`src/rtl/mem_port_arbiter_pkg.sv`:
```
// Shared types for the IM/DM memory port arbiter.
// FSM state and transaction-owner encodings.
package mem_port_arbiter_pkg;

  typedef enum logic [1:0] {
    IDLE = 2'd0,
    REQ  = 2'd1,
    WAIT = 2'd2,
    RESP = 2'd3
  } mem_arb_state_t;

  typedef enum logic {
    OWNER_IM = 1'b0,
    OWNER_DM = 1'b1
  } mem_owner_t;

endpackage

```
`src/rtl/mem_port_arbiter_if.sv`:
```
// Bus bundle between the fetch/LSU masters, the arbiter and memory.
// master: arbiter side (drives o_*); slave: environment side (drives i_*).
interface mem_port_arbiter_if #(
  parameter int ADDR_WIDTH = 32,
  parameter int DATA_WIDTH = 32
);
  localparam int BE = DATA_WIDTH / 8;

  logic                  i_im_req;
  logic [ADDR_WIDTH-1:0] i_im_addr;
  logic [DATA_WIDTH-1:0] o_im_rdata;
  logic                  o_im_ack;

  logic                  i_dm_req;
  logic                  i_dm_we;
  logic [BE-1:0]         i_dm_be;
  logic [ADDR_WIDTH-1:0] i_dm_addr;
  logic [DATA_WIDTH-1:0] i_dm_wdata;
  logic [DATA_WIDTH-1:0] o_dm_rdata;
  logic                  o_dm_ack;

  logic                  o_mem_req;
  logic                  o_mem_we;
  logic [BE-1:0]         o_mem_be;
  logic [ADDR_WIDTH-1:0] o_mem_addr;
  logic [DATA_WIDTH-1:0] o_mem_wdata;
  logic                  i_mem_ready;
  logic                  i_mem_rvalid;
  logic [DATA_WIDTH-1:0] i_mem_rdata;

  modport master (
    input  i_im_req, i_im_addr,
    output o_im_rdata, o_im_ack,
    input  i_dm_req, i_dm_we, i_dm_be,
    input  i_dm_addr, i_dm_wdata,
    output o_dm_rdata, o_dm_ack,
    output o_mem_req, o_mem_we, o_mem_be,
    output o_mem_addr, o_mem_wdata,
    input  i_mem_ready, i_mem_rvalid,
    input  i_mem_rdata
  );

  modport slave (
    output i_im_req, i_im_addr,
    input  o_im_rdata, o_im_ack,
    output i_dm_req, i_dm_we, i_dm_be,
    output i_dm_addr, i_dm_wdata,
    input  o_dm_rdata, o_dm_ack,
    input  o_mem_req, o_mem_we, o_mem_be,
    input  o_mem_addr, o_mem_wdata,
    output i_mem_ready, i_mem_rvalid,
    output i_mem_rdata
  );

endinterface

```
`src/rtl/mem_port_arbiter.sv`:
```
// Shares one memory port between instruction fetch (IM) and data (DM).
// Ports: i_clock, i_reset (async, active-high), bus (master modport).
module mem_port_arbiter
  import mem_port_arbiter_pkg::*;
#(
  parameter int ADDR_WIDTH = 32,
  parameter int DATA_WIDTH = 32,
  parameter int MAX_STARVE = 4
) (
  input logic i_clock,
  input logic i_reset,
  mem_port_arbiter_if.master bus
);

  localparam int BE = DATA_WIDTH / 8;
  localparam int SW = $clog2(MAX_STARVE + 1);

  mem_arb_state_t state_q, state_d;
  mem_owner_t     owner_q, owner_d;
  logic [SW-1:0]  starve_q, starve_d;

  logic                  req_q, req_d;
  logic                  we_q, we_d;
  logic [BE-1:0]         be_q, be_d;
  logic [ADDR_WIDTH-1:0] addr_q, addr_d;
  logic [DATA_WIDTH-1:0] wdata_q, wdata_d;

  logic [DATA_WIDTH-1:0] im_rdata_q, im_rdata_d;
  logic [DATA_WIDTH-1:0] dm_rdata_q, dm_rdata_d;
  logic                  im_ack_q, im_ack_d;
  logic                  dm_ack_q, dm_ack_d;

  logic starve_max;
  logic grant_im;
  logic grant_dm;

  assign starve_max = (starve_q == SW'(MAX_STARVE));

  // DM wins ties unless IM has waited through MAX_STARVE DM grants.
  always_comb begin
    grant_im = 1'b0;
    grant_dm = 1'b0;
    unique case ({bus.i_im_req, bus.i_dm_req})
      2'b10: grant_im = 1'b1;
      2'b01: grant_dm = 1'b1;
      2'b11: begin
        if (starve_max) grant_im = 1'b1;
        else            grant_dm = 1'b1;
      end
      default: ;
    endcase
  end

  always_comb begin
    state_d    = state_q;
    owner_d    = owner_q;
    starve_d   = starve_q;
    req_d      = req_q;
    we_d       = we_q;
    be_d       = be_q;
    addr_d     = addr_q;
    wdata_d    = wdata_q;
    im_rdata_d = im_rdata_q;
    dm_rdata_d = dm_rdata_q;
    im_ack_d   = 1'b0;
    dm_ack_d   = 1'b0;

    unique case (state_q)
      IDLE: begin
        if (!bus.i_im_req) starve_d = '0;
        if (grant_im) begin
          state_d  = REQ;
          owner_d  = OWNER_IM;
          starve_d = '0;
          req_d    = 1'b1;
          we_d     = 1'b0;
          be_d     = '1;
          addr_d   = bus.i_im_addr;
          wdata_d  = '0;
        end else if (grant_dm) begin
          state_d = REQ;
          owner_d = OWNER_DM;
          req_d   = 1'b1;
          we_d    = bus.i_dm_we;
          be_d    = bus.i_dm_be;
          addr_d  = bus.i_dm_addr;
          wdata_d = bus.i_dm_wdata;
          // Only DM grants that bypass a waiting IM count.
          if (bus.i_im_req && !starve_max)
            starve_d = starve_q + SW'(1);
        end
      end
      REQ: begin
        if (bus.i_mem_ready) begin
          state_d = WAIT;
          req_d   = 1'b0;
        end
      end
      WAIT: begin
        if (bus.i_mem_rvalid) begin
          state_d = RESP;
          if (owner_q == OWNER_IM) begin
            im_rdata_d = bus.i_mem_rdata;
            im_ack_d   = 1'b1;
          end else begin
            dm_rdata_d = bus.i_mem_rdata;
            dm_ack_d   = 1'b1;
          end
        end
      end
      RESP: state_d = IDLE;
      default: state_d = IDLE;
    endcase
  end

  always_ff @(posedge i_clock or posedge i_reset) begin
    if (i_reset) begin
      state_q    <= IDLE;
      owner_q    <= OWNER_IM;
      starve_q   <= '0;
      req_q      <= 1'b0;
      we_q       <= 1'b0;
      be_q       <= '0;
      addr_q     <= '0;
      wdata_q    <= '0;
      im_rdata_q <= '0;
      dm_rdata_q <= '0;
      im_ack_q   <= 1'b0;
      dm_ack_q   <= 1'b0;
    end else begin
      state_q    <= state_d;
      owner_q    <= owner_d;
      starve_q   <= starve_d;
      req_q      <= req_d;
      we_q       <= we_d;
      be_q       <= be_d;
      addr_q     <= addr_d;
      wdata_q    <= wdata_d;
      im_rdata_q <= im_rdata_d;
      dm_rdata_q <= dm_rdata_d;
      im_ack_q   <= im_ack_d;
      dm_ack_q   <= dm_ack_d;
    end
  end

  assign bus.o_mem_req   = req_q;
  assign bus.o_mem_we    = we_q;
  assign bus.o_mem_be    = be_q;
  assign bus.o_mem_addr  = addr_q;
  assign bus.o_mem_wdata = wdata_q;
  assign bus.o_im_rdata  = im_rdata_q;
  assign bus.o_im_ack    = im_ack_q;
  assign bus.o_dm_rdata  = dm_rdata_q;
  assign bus.o_dm_ack    = dm_ack_q;

  // Masters must hold request and command until their ack.
  a_im_hold: assert property (
    @(posedge i_clock) disable iff (i_reset)
    ($past(bus.i_im_req) && !$past(bus.o_im_ack)
      && !$past(i_reset))
    |-> (bus.i_im_req && $stable(bus.i_im_addr))
  );

  a_dm_hold: assert property (
    @(posedge i_clock) disable iff (i_reset)
    ($past(bus.i_dm_req) && !$past(bus.o_dm_ack)
      && !$past(i_reset))
    |-> (bus.i_dm_req && $stable(bus.i_dm_we)
      && $stable(bus.i_dm_be) && $stable(bus.i_dm_addr)
      && $stable(bus.i_dm_wdata))
  );

endmodule

```
`src/flat_wrapper.sv`:
```
// flat-port wrapper written by rule: the top's interface ports become plain ports
module mem_port_arbiter_flat import mem_port_arbiter_pkg::*;
#(
  parameter int ADDR_WIDTH = 32,
  parameter int DATA_WIDTH = 32,
  parameter int MAX_STARVE = 4
)
  (i_clock, i_reset, bus_i_im_req, bus_i_im_addr, bus_o_im_rdata, bus_o_im_ack, bus_i_dm_req, bus_i_dm_we, bus_i_dm_be, bus_i_dm_addr, bus_i_dm_wdata, bus_o_dm_rdata, bus_o_dm_ack, bus_o_mem_req, bus_o_mem_we, bus_o_mem_be, bus_o_mem_addr, bus_o_mem_wdata, bus_i_mem_ready, bus_i_mem_rvalid, bus_i_mem_rdata);
  mem_port_arbiter_if #(.ADDR_WIDTH(ADDR_WIDTH), .DATA_WIDTH(DATA_WIDTH)) bus_i ();
  input logic i_clock;
  input logic i_reset;
  input wire logic [$bits(bus_i.i_im_req)-1:0] bus_i_im_req;
  input wire logic [$bits(bus_i.i_im_addr)-1:0] bus_i_im_addr;
  output wire logic [$bits(bus_i.o_im_rdata)-1:0] bus_o_im_rdata;
  output wire logic [$bits(bus_i.o_im_ack)-1:0] bus_o_im_ack;
  input wire logic [$bits(bus_i.i_dm_req)-1:0] bus_i_dm_req;
  input wire logic [$bits(bus_i.i_dm_we)-1:0] bus_i_dm_we;
  input wire logic [$bits(bus_i.i_dm_be)-1:0] bus_i_dm_be;
  input wire logic [$bits(bus_i.i_dm_addr)-1:0] bus_i_dm_addr;
  input wire logic [$bits(bus_i.i_dm_wdata)-1:0] bus_i_dm_wdata;
  output wire logic [$bits(bus_i.o_dm_rdata)-1:0] bus_o_dm_rdata;
  output wire logic [$bits(bus_i.o_dm_ack)-1:0] bus_o_dm_ack;
  output wire logic [$bits(bus_i.o_mem_req)-1:0] bus_o_mem_req;
  output wire logic [$bits(bus_i.o_mem_we)-1:0] bus_o_mem_we;
  output wire logic [$bits(bus_i.o_mem_be)-1:0] bus_o_mem_be;
  output wire logic [$bits(bus_i.o_mem_addr)-1:0] bus_o_mem_addr;
  output wire logic [$bits(bus_i.o_mem_wdata)-1:0] bus_o_mem_wdata;
  input wire logic [$bits(bus_i.i_mem_ready)-1:0] bus_i_mem_ready;
  input wire logic [$bits(bus_i.i_mem_rvalid)-1:0] bus_i_mem_rvalid;
  input wire logic [$bits(bus_i.i_mem_rdata)-1:0] bus_i_mem_rdata;
  assign bus_i.i_im_req = bus_i_im_req;
  assign bus_i.i_im_addr = bus_i_im_addr;
  assign bus_o_im_rdata = bus_i.o_im_rdata;
  assign bus_o_im_ack = bus_i.o_im_ack;
  assign bus_i.i_dm_req = bus_i_dm_req;
  assign bus_i.i_dm_we = bus_i_dm_we;
  assign bus_i.i_dm_be = bus_i_dm_be;
  assign bus_i.i_dm_addr = bus_i_dm_addr;
  assign bus_i.i_dm_wdata = bus_i_dm_wdata;
  assign bus_o_dm_rdata = bus_i.o_dm_rdata;
  assign bus_o_dm_ack = bus_i.o_dm_ack;
  assign bus_o_mem_req = bus_i.o_mem_req;
  assign bus_o_mem_we = bus_i.o_mem_we;
  assign bus_o_mem_be = bus_i.o_mem_be;
  assign bus_o_mem_addr = bus_i.o_mem_addr;
  assign bus_o_mem_wdata = bus_i.o_mem_wdata;
  assign bus_i.i_mem_ready = bus_i_mem_ready;
  assign bus_i.i_mem_rvalid = bus_i_mem_rvalid;
  assign bus_i.i_mem_rdata = bus_i_mem_rdata;
  mem_port_arbiter #(.ADDR_WIDTH(ADDR_WIDTH), .DATA_WIDTH(DATA_WIDTH), .MAX_STARVE(MAX_STARVE)) u_core (.i_clock(i_clock), .i_reset(i_reset), .bus(bus_i));
endmodule
```
`config.mk`:
```
export PLATFORM = sky130hd
export DESIGN_NAME = mem_port_arbiter_flat
export DESIGN_NICKNAME = d
export VERILOG_FILES = /design/src/rtl/mem_port_arbiter_pkg.sv /design/src/rtl/mem_port_arbiter_if.sv /design/src/rtl/mem_port_arbiter.sv /design/src/flat_wrapper.sv
export SDC_FILE = /design/constraint.sdc
export NUM_CORES = 1
export LEC_CHECK = 0
export ABC_AREA = 1
export BUFFER_PORTS_ARGS = -buffer_cell sky130_fd_sc_hd__buf_2
export CAP_MARGIN = 40
export CORE_AREA = 5 5 118 120
export CTS_CLUSTER_SIZE = 40
export DETAILED_ROUTE_END_ITERATION = 12
export DIE_AREA = 0 0 123 125
export HOLD_SLACK_MARGIN = 0.05
export PLACE_DENSITY = 0.82
export SYNTH_ARGS = -nofsm -noshare
export SYNTH_HDL_FRONTEND = slang
export SYNTH_SLANG_ARGS = --single-unit
```
`constraint.sdc`:
```
create_clock -name i_clock -period 13.2 [get_ports i_clock]
set_input_delay 2.64 -clock i_clock [delete_from_list [all_inputs] [get_ports i_clock]]
set_output_delay 2.64 -clock i_clock [all_outputs]
set_load 0.005 [all_outputs]
```
Yosys cells after proc, flatten, opt, wreduce, memory -nomap -nowiden
Cells that the tools add are included.

storage, ports and cells
  flip-flop bits (word level) = 142
  output and inout bits = 136

operators by class
  $add $sub $neg = 1
  eq/ne operators = 10
  mux-type cells = 32
  bitwise operators = 1
  reductions and logical operators = 10

operators with widths
  kind                 count
  $mux 32              4
  $mux 1               14
  $mux 3               4
  $reduce_and 3->1     4
  $eq 2x2->1 const B   4
  $mux 2               4
  $mux 4               2
  $pmux 2 s4           1
  $pmux 1 s2           3
  $eq 2x1->1 const B   2
  $ne 2x2->1 const B   2
  $reduce_bool 2->1    2
  $add 3x1->3 const B  1
  $eq 3x3->1 const B   1
  $ne 3x1->1 const B   1
  $logic_not 2->1      1
  $reduce_and 2->1     1
  $logic_and 1x1->1    1
  $logic_not 1->1      1
  $not 1->1            1

Longest topological paths before layout
Gate-level depths: netlist of run 1.

  word-level depth = 6
  depth in mapped cells = 10
  mapped depth without buffers = 7

Least setup slack after synthesis of run 1
OpenSTA, ideal clock, no wires.

  path type = input to register
  start point = input port bus_i_dm_req
  end point = register u_core.addr_q[10] (netlist: u_core.bus.o_mem_addr[10])
  library setup time = 0.118 ns
  arrival = 3.304 ns
  path slack = 9.778 ns
  cell stages on the path = 6
  path buffers = 2
  cells stage by stage = nor2_1 nor2_2 buf_4 buf_4 nand3_1 nand2_1

between the ends
  cells in the longest elaborated chain, start to end = 4

RTL lines
  item                                             RTL line                 text
  start: declaration                               flat_wrapper.sv:16       input wire logic [$bits(bus_i.i_dm_req)-1:0] bus_i_dm_req;
  $eq 2x2->1 / $eq 2x1->1 (equally long branches)  mem_port_arbiter.sv:43   unique case ({bus.i_im_req, bus.i_dm_req})
  $pmux 1 s2                                       mem_port_arbiter.sv:43
  $reduce_bool 2->1 (no line)                      n/a
  $reduce_and 2->1 (no line)                       n/a
  end signal: assignment                           mem_port_arbiter.sv:137  addr_q <= addr_d;
  end: declaration                                 mem_port_arbiter.sv:25   logic [ADDR_WIDTH-1:0] addr_q, addr_d;

Parallel ways exist; a longest one is shown, timed or not.
A chain may end at the register's enable or synchronous reset.

Final worst setup path of run 1
  start point = input port bus_i_im_req
  end point = register u_core.addr_q[30] (netlist: u_core.bus.o_mem_addr[30])

between the ends
  cells in the longest elaborated chain, start to end = 4

RTL lines
  item                                             RTL line                text
  start: declaration                               flat_wrapper.sv:12      input wire logic [$bits(bus_i.i_im_req)-1:0] bus_i_im_req;
  $eq 2x2->1 / $eq 2x1->1 (equally long branches)  mem_port_arbiter.sv:43
  $pmux 1 s2                                       mem_port_arbiter.sv:43
  $reduce_bool 2->1 (no line)                      n/a
  $reduce_and 2->1 (no line)                       n/a

Parallel ways exist; a longest one is shown, timed or not.

==> key figures, run 1 <==
Worst setup path
  • Worst Reg2Reg Path Length in Cells: 8
  • Critical-path maximum fanout: 35
  • Crit Path Class: input pin to register
  • Reg2reg setup slack: 10.72 ns
  • Critical-path top delay cell: nand2_1
  • CP arrival: 4.46 ns
  • Top cell by count, worst path: nand2_1
  • Worst r2r dst: u_core.bus.o_mem_addr[30]
  • FF-to-FF Start: u_core.starve_q[0]
  • Crit path cell chain: buf_2 > nand3_2 > nand2_1 > buf_8 > nand2_1 > nand3_1 > nand2_1
  • CP Buf/Inv Count: 2
  • CP endpoint kind: register
  • Type of origin of the critical path: input pin
  • Max stage delay on crit path: 0.70 ns
  • Family with the most delay on the worst path: simple AND/OR/NAND/NOR gates
  • Worst Path Required: 13.50 ns

Die
  • Die area: approximately 15000 sq um
  • Die height: 125 um
  • Initial Util: 0.475
  • Core area: 12900 sq um
  • DIE WIDTH: 123 um
  • Io pins: 275
  • Rows: 42

STA
  • Max-slew violation count: 0
  • Final setup vio count: 0
  • Minimum clock period: 4.16 ns
  • Worst slew margin: 0.540
  • Total Neg Setup Slack: 0 ns
  • Fin. Hold Viols: 0
  • Worst hold slack: 0.477 ns
  • Final Skew: 0.00584 ns
  • Unrepaired setup endpoints after global routing: false
  • Fmax: about 240 MHz
  • Slew @ Worst Pin: 0.690 ns
  • Period utilisation layout: 0.315

Worst hold path
  • HP Class: register to register
  • Worst hold stages: 2
  • Hold_sp: u_core.bus.o_mem_addr[31]
  • Hold EP: u_core.bus.o_mem_addr[31]

Drt
  • Detailed Route WL: 16500 um
  • First DRT Iteration DRCs: 452
  • Antenna-violating nets left: 0
  • DRC: 0
  • Via count: 5532
  • TritonRoute pass-1 iters: 4
  • Vias per inst: 4.66
  • Avg WL per Cell: 13.9 um

Place
  • I/O Buffers: 274
  • Cell area after placement: 7660 sq um
  • Gpl congestion: 0.845
  • Detailed placement HPWL: about 12000 um
  • Placed Cells: 1155

Clock network
  • Cts-stage hold buffer count: 0
  • CTS tree: done
  • CTS Buffer Depth: 2
  • Clock transition at path regs: 0.06 ns
  • Root Buffer Master: clkbuf_16
  • PostCTS Resize Cnt: 0
  • CTS Buf Count: 17
  • Post-CTS Setup Repair Bufs: 0
  • Worst-Skew Late Latency: between 0.4 and 0.5 ns
  • Clock sink total: around 140
  • H-tree levels: 4

Pwr
  • LEAKAGE: 4.99 nW
  • Power Dens Cells: 222 nW/um^2
  • Peak supply drop: 152 uV

Synthesis
  • Top cells by area, synth: dfrtp_1, nand2_1, inv_1
  • Mapped cell area: 6120 sq um
  • Mapped Nets: 880
  • Flops & latches, synth: approximately 140
  • Cells after synthesis: approximately 740
  • Syn_area_per_cell: between 8 and 9 sq um
  • Synth top area share: 0.581
  • Post-synth top area cell: dfrtp_1
  • Yosys warns: 0
  • Seq/Total Area, Yosys: 0.581
  • Synth unique cells: 18

GRT
  • Grt ovf: 0
  • Vias in the first global route: 5465
  • GRT Total Usage: 0.217
  • Initial antenna violation count: 1
  • First-pass GRT wire length: 26500 um
  • Pin count of the biggest net entering global routing: 67

Layout
  • Area grow syn2layout: 35.7%
  • # nets final: roughly 1.1k
  • Layout cells sized above 1: 0.318
  • N_diodes: 0
  • Final core utilization: 0.645
  • Non-Filler Instances: around 1.2k
  • Design Area, Final: 8300 sq um

Flow run
  • Max-cap viol count: 0

Run status
  • Outcome: complete, no violations
[Yosys cell counts]
master,n
a21oi_1,3
buf_2,19
buf_4,6
buf_6,1
clkbuf_1,13
dfrtp_1,142
ha_1,6
inv_1,143
inv_2,1
nand2_1,209
nand3_1,71
nand3_2,1
nand4_1,2
nor2_1,15
nor2_2,1
o21ai_0,99
o21ai_1,2
or2_2,1
[state kept, by name (all words and copies together), names as in the netlist]
signal	cells
u_core.bus.o_dm_ack	1
u_core.bus.o_im_rdata	32
u_core.owner_q	1
u_core.bus.o_im_ack	1
u_core.starve_q	3
u_core.bus.o_mem_we	1
u_core.bus.o_mem_req	1
u_core.bus.o_mem_addr	32
u_core.state_q	2
u_core.bus.o_mem_be	4
u_core.bus.o_dm_rdata	32
u_core.bus.o_mem_wdata	32
[worst max path at each step]
| stage | start | endpoint | cells after the start |
|---|---|---|---|
| floorplan | i_reset | u_core.bus.o_dm_ack | 1 |
| global route | bus_i_im_req | u_core.bus.o_mem_addr[2] | 7 |
| global placement | bus_i_im_req | u_core.bus.o_mem_addr[23] | 6 |
| CTS | bus_i_im_req | u_core.bus.o_mem_addr[30] | 7 |
| detailed placement | bus_i_im_req | u_core.bus.o_mem_addr[27] | 7 |
| finish | bus_i_im_req | u_core.bus.o_mem_addr[30] | 7 |
[cell families after synthesis]
kind of cell | synth area share
AO/OA/AOI/OAI | 0.0850
adder cells (fa/ha/maj) | 0.0123
buffers and inverters | 0.121
flip-flops | 0.581
AND/OR/NAND/NOR | 0.201
[cell type report]
| type | instances | area, sq um |
|---|---|---|
| clock inverters | 13 | 186 |
| fillers | 1098 | 4570 |
| inverters | 144 | 546 |
| well taps | 176 | 220 |
| clock buffers | 19 | 453 |
| flip-flops and latches | 142 | 3550 |
| repair buffers | 283 | 1500 |
| multi-input cells | 410 | 1840 |
[layer usage]
| metal | vias to the layer above | GRT usage | wire [um] |
|---|---|---|---|
| li1 | 2760 | - | - |
| met1 | 2532 | 0.262 | 6600 |
| met2 | 201 | 0.367 | 8260 |
| met3 | 37 | 0.0601 | 1150 |
| met5 | - | 0 | 13 |
| met4 | 2 | 0.0840 | 443 |
[tightest hold or removal path, delay by kind of cell, from the launching register on]
kind	cells	cell delay [ns]
DFF	1	0.34
and+or+nand+nor	2	0.10
[stage by stage]
step | total power, mW | setup WS [ns]
global placement | 1.30 | 8.41
floorplan | 1.04 | 6.75
detailed placement | 1.34 | 8.60
CTS | 1.86 | 9.04
global route | 1.97 | 8.89
finish | 1.84 | 9.04
[placed cells by master, fill, tap and decap left out]
cell	n
a21oi_1	3
buf_12	3
buf_16	1
buf_2	274
buf_4	4
buf_8	1
bufinv_16	4
clkbuf_16	17
clkbuf_8	2
clkinv_2	3
clkinv_4	3
clkinvlp_4	1
dfrtp_1	142
ha_1	6
inv_1	142
inv_2	1
inv_6	3
nand2_1	209
nand3_1	69
nand3_2	3
nand4_1	2
nor2_1	15
nor2_4	1
o21ai_0	99
o21ai_1	2
or2_2	1
[where the power goes]
| part | total [mW] | switching, mW | internal [mW] |
|---|---|---|---|
| Sequential | 0.733 | 0.103 | 0.630 |
| Clock | 0.511 | 0.184 | 0.327 |
| Combinational | 0.596 | 0.335 | 0.261 |
| Total | 1.84 | 0.622 | 1.22 |
Power figures use the tool's default switching activity.
==> run 2: changes to the inputs <==
--- a/config.mk
+++ b/config.mk
@@ -8,12 +8,12 @@
 export ABC_AREA = 1
 export BUFFER_PORTS_ARGS = -buffer_cell sky130_fd_sc_hd__buf_2
 export CAP_MARGIN = 40
-export CORE_AREA = 5 5 118 120
+export CORE_AREA = 5 5 121 123
 export CTS_CLUSTER_SIZE = 40
 export DETAILED_ROUTE_END_ITERATION = 12
-export DIE_AREA = 0 0 123 125
+export DIE_AREA = 0 0 126 128
 export HOLD_SLACK_MARGIN = 0.05
-export PLACE_DENSITY = 0.82
+export PLACE_DENSITY = 0.78
 export SYNTH_ARGS = -nofsm -noshare
 export SYNTH_HDL_FRONTEND = slang
 export SYNTH_SLANG_ARGS = --single-unit
==> constraint.sdc (replaced) <==
create_clock -name i_clock -period 3.97 [get_ports i_clock]
set_input_delay 0.794 -clock i_clock [delete_from_list [all_inputs] [get_ports i_clock]]
set_output_delay 0.794 -clock i_clock [all_outputs]
set_load 0.005 [all_outputs]
==> run 2 against run 1 <==
Effect of this change: total power rose to 3.3 times the previous value; global-route usage fell by 1.4 points; clock skew rose by 0.0024 ns; combinational power rose to 3.3 times the previous value; via count rose by 0.42%; first-iteration DRC count fell by 5.5%; critical path type is now register to register; critical endpoint is now u_core.bus.o_mem_addr[3].
==> key figures, run 2 (synthesis gave the netlist of run 1 again) <==
Place
  • I/O Buffers: 274 (unchanged)
  • Detailed placement HPWL: 11600 um (-2.6%)
  • Gpl congestion: 0.847 (+0.21%)
  • Setup WS pre-CTS: 1.35 ns (-7.25 ns)

GRT
  • Pin count of the biggest net entering global routing: 143 (+110%)
  • Grt ovf: 0 (unchanged)
  • Vias in the first global route: 5332 (-2.4%)
  • Initial antenna violation count: 2 (+1)
  • First-pass GRT wire length: 26400 um (-0.26%)
  • GRT Total Usage: 0.203 (-0.0140)

Drt
  • TritonRoute pass-1 iters: 5 (+1)
  • First DRT Iteration DRCs: 427 (-5.5%)
  • Antenna-violating nets left: 0 (unchanged)
  • Vias per inst: 4.66 (about the same)
  • Via count: 5555 (+0.42%)
  • Detailed Route WL: 16600 um (+1.0%)
  • DRC: 0 (unchanged)
  • Avg WL per Cell: 14.0 um (+0.62%)

Clock network
  • Cts-stage hold buffer count: 0 (unchanged)
  • Root Buffer Master: clkbuf_16
  • Worst-Skew Late Latency: 0.41 ns (about the same)
  • Clock transition at path regs: 0.06 ns (about the same)
  • PostCTS Resize Cnt: 0 (unchanged)
  • CTS tree: done
  • CTS Buf Count: 17 (unchanged)
  • H-tree levels: 4 (unchanged)
  • Clock sink total: 142 (unchanged)
  • CTS Buffer Depth: 2 (unchanged)
  • Post-CTS Setup Repair Bufs: 0 (unchanged)

Die
  • Rows: 43 (+2.4%)
  • Io pins: 275 (unchanged)
  • Initial Util: 0.451 (-0.0240)
  • DIE WIDTH: 126 um (+2.4%)
  • Die area: 16100 sq um (+4.9%)
  • Die height: 128 um (+2.4%)
  • Core area: 13600 sq um (+5.3%)

Worst hold path
  • Hold EP: u_core.bus.o_mem_addr[9]
  • Worst hold stages: 2 (unchanged)
  • HP Class: register to register
  • Hold_sp: u_core.bus.o_mem_addr[9]

Run status
  • Outcome: complete, no violations

STA
  • Worst hold slack: 0.474 ns (-0.00252 ns)
  • Slew @ Worst Pin: 0.751 ns (+0.0609 ns)
  • Fmax: between 400 and 500 MHz
  • Worst Slack Setup Final: 1.59 ns (-7.45 ns)
  • Max-slew violation count: 0 (unchanged)
  • Total Neg Setup Slack: 0 ns (unchanged)
  • Fin. Hold Viols: 0 (unchanged)
  • Worst slew margin: 0.500 (-0.0401)
  • Final Skew: 0.00826 ns (+0.00242 ns)
  • Period utilisation layout: 0.599
  • Final setup vio count: 0 (unchanged)
  • Minimum clock period: 2.38 ns
  • Unrepaired setup endpoints after global routing: false

Worst setup path
  • CP endpoint kind: register
  • Worst Path Required: 4.27 ns (-9.23 ns)
  • Worst r2r dst: u_core.bus.o_mem_addr[3]
  • Type of origin of the critical path: register
  • FF-to-FF Start: u_core.starve_q[0]
  • Crit Path Class: register to register
  • Worst Reg2Reg Path Length in Cells: 8 (unchanged)
  • Critical-path maximum fanout: 35 (unchanged)
  • CP arrival: 2.68 ns (-1.78 ns)
  • Reg2reg setup slack: 1.59 ns (-9.13 ns)

Layout
  • Area grow syn2layout: 35.3%
  • Leading cell type in the layout, fill and taps excluded: buf_2
  • Commonest cells after routing, fill and taps aside: buf_2, nand2_1, inv_1, dfrtp_1, o21ai_0
  • # nets final: 1142 (-0.087%)
  • FILL cells: 1230 (+12%)
  • Layout cells sized above 1: 0.318 (-0.000675)
  • Multi-input combinational cell area: 1840 sq um (unchanged)
  • Area occupied by registers: 3550 sq um (unchanged)

Flow run
  • Max-cap viol count: 0 (unchanged)

Pwr
  • Power Dens Cells: 737 nW/um^2 (+230%)
  • LEAKAGE: 4.96 nW (-0.66%)
  • Peak supply drop: 366 uV (+140%)
## run 2: cell count changes in the layout (fill, tap and decap cells not counted), sizes merged
cell      change
clkbuf        -2
clkinv        -3
clkinvlp      +3
diode         +2
buf           -1
inv           +2
## run 2: final cells by class
type / instances / area share
clock buffers: 17 / 0.0514
diodes: 2 / 0.000604
multi-input cells: 410 / 0.222
repair buffers: 282 / 0.178
well taps: 180 / 0.0272
inverters: 144 / 0.0657
flip-flops and latches: 142 / 0.429
clock inverters: 15 / 0.0252
## run 2: worst max-delay path by stage
stage	startpoint	end	slack (ns)
final	u_core.starve_q[0]	u_core.bus.o_mem_addr[3]	1.59
after global routing	u_core.starve_q[0]	u_core.bus.o_mem_addr[24]	1.40
after CTS	u_core.starve_q[0]	u_core.bus.o_mem_addr[3]	1.61
after detailed placement	bus_i_im_req	u_core.bus.o_mem_addr[29]	1.35
after global placement	bus_i_im_req	u_core.bus.o_mem_addr[14]	1.04
after floorplan	i_reset	u_core.bus.o_dm_ack	1.40
## run 2: layer usage
metal | up-vias | global-route usage | share of wire
li1 | 2756 | - | -
met1 | 2567 | 0.252 | 0.40
met2 | 206 | 0.336 | 0.51
met3 | 26 | 0.0613 | 0.073
met4 | 0 | 0.0763 | 0.021
met5 | - | 0 | 0
## run 2: worst max-delay path: stages, from the launching register on
cell and delay [ns]:
dfrtp_1 0.38, inv_1 0.09, ha_1 0.21, nand3_2 0.56, nand2_1 0.60, buf_16 0.22, nand2_1 0.07, nand3_1 0.08
nand2_1 0.07
## run 2: through the flow
step	utilization	cell area (sq um)	total power, mW	std cells
2_1_floorplan	-	6120	3.46	735
3_3_place_gp	0.560	7590	4.34	1156
3_5_place_dp	0.564	7640	4.44	1158
4_1_cts	0.610	8280	6.17	1190
5_1_grt	0.611	8280	6.53	1192
6_report	0.611	8280	6.10	1192
## run 2: report_power, final
part	total, mW	switching [mW]	internal, mW
registers	2.42	0.332	2.09
logic	1.97	1.11	0.859
clock network	1.70	0.641	1.06
total	6.10	2.09	4.01
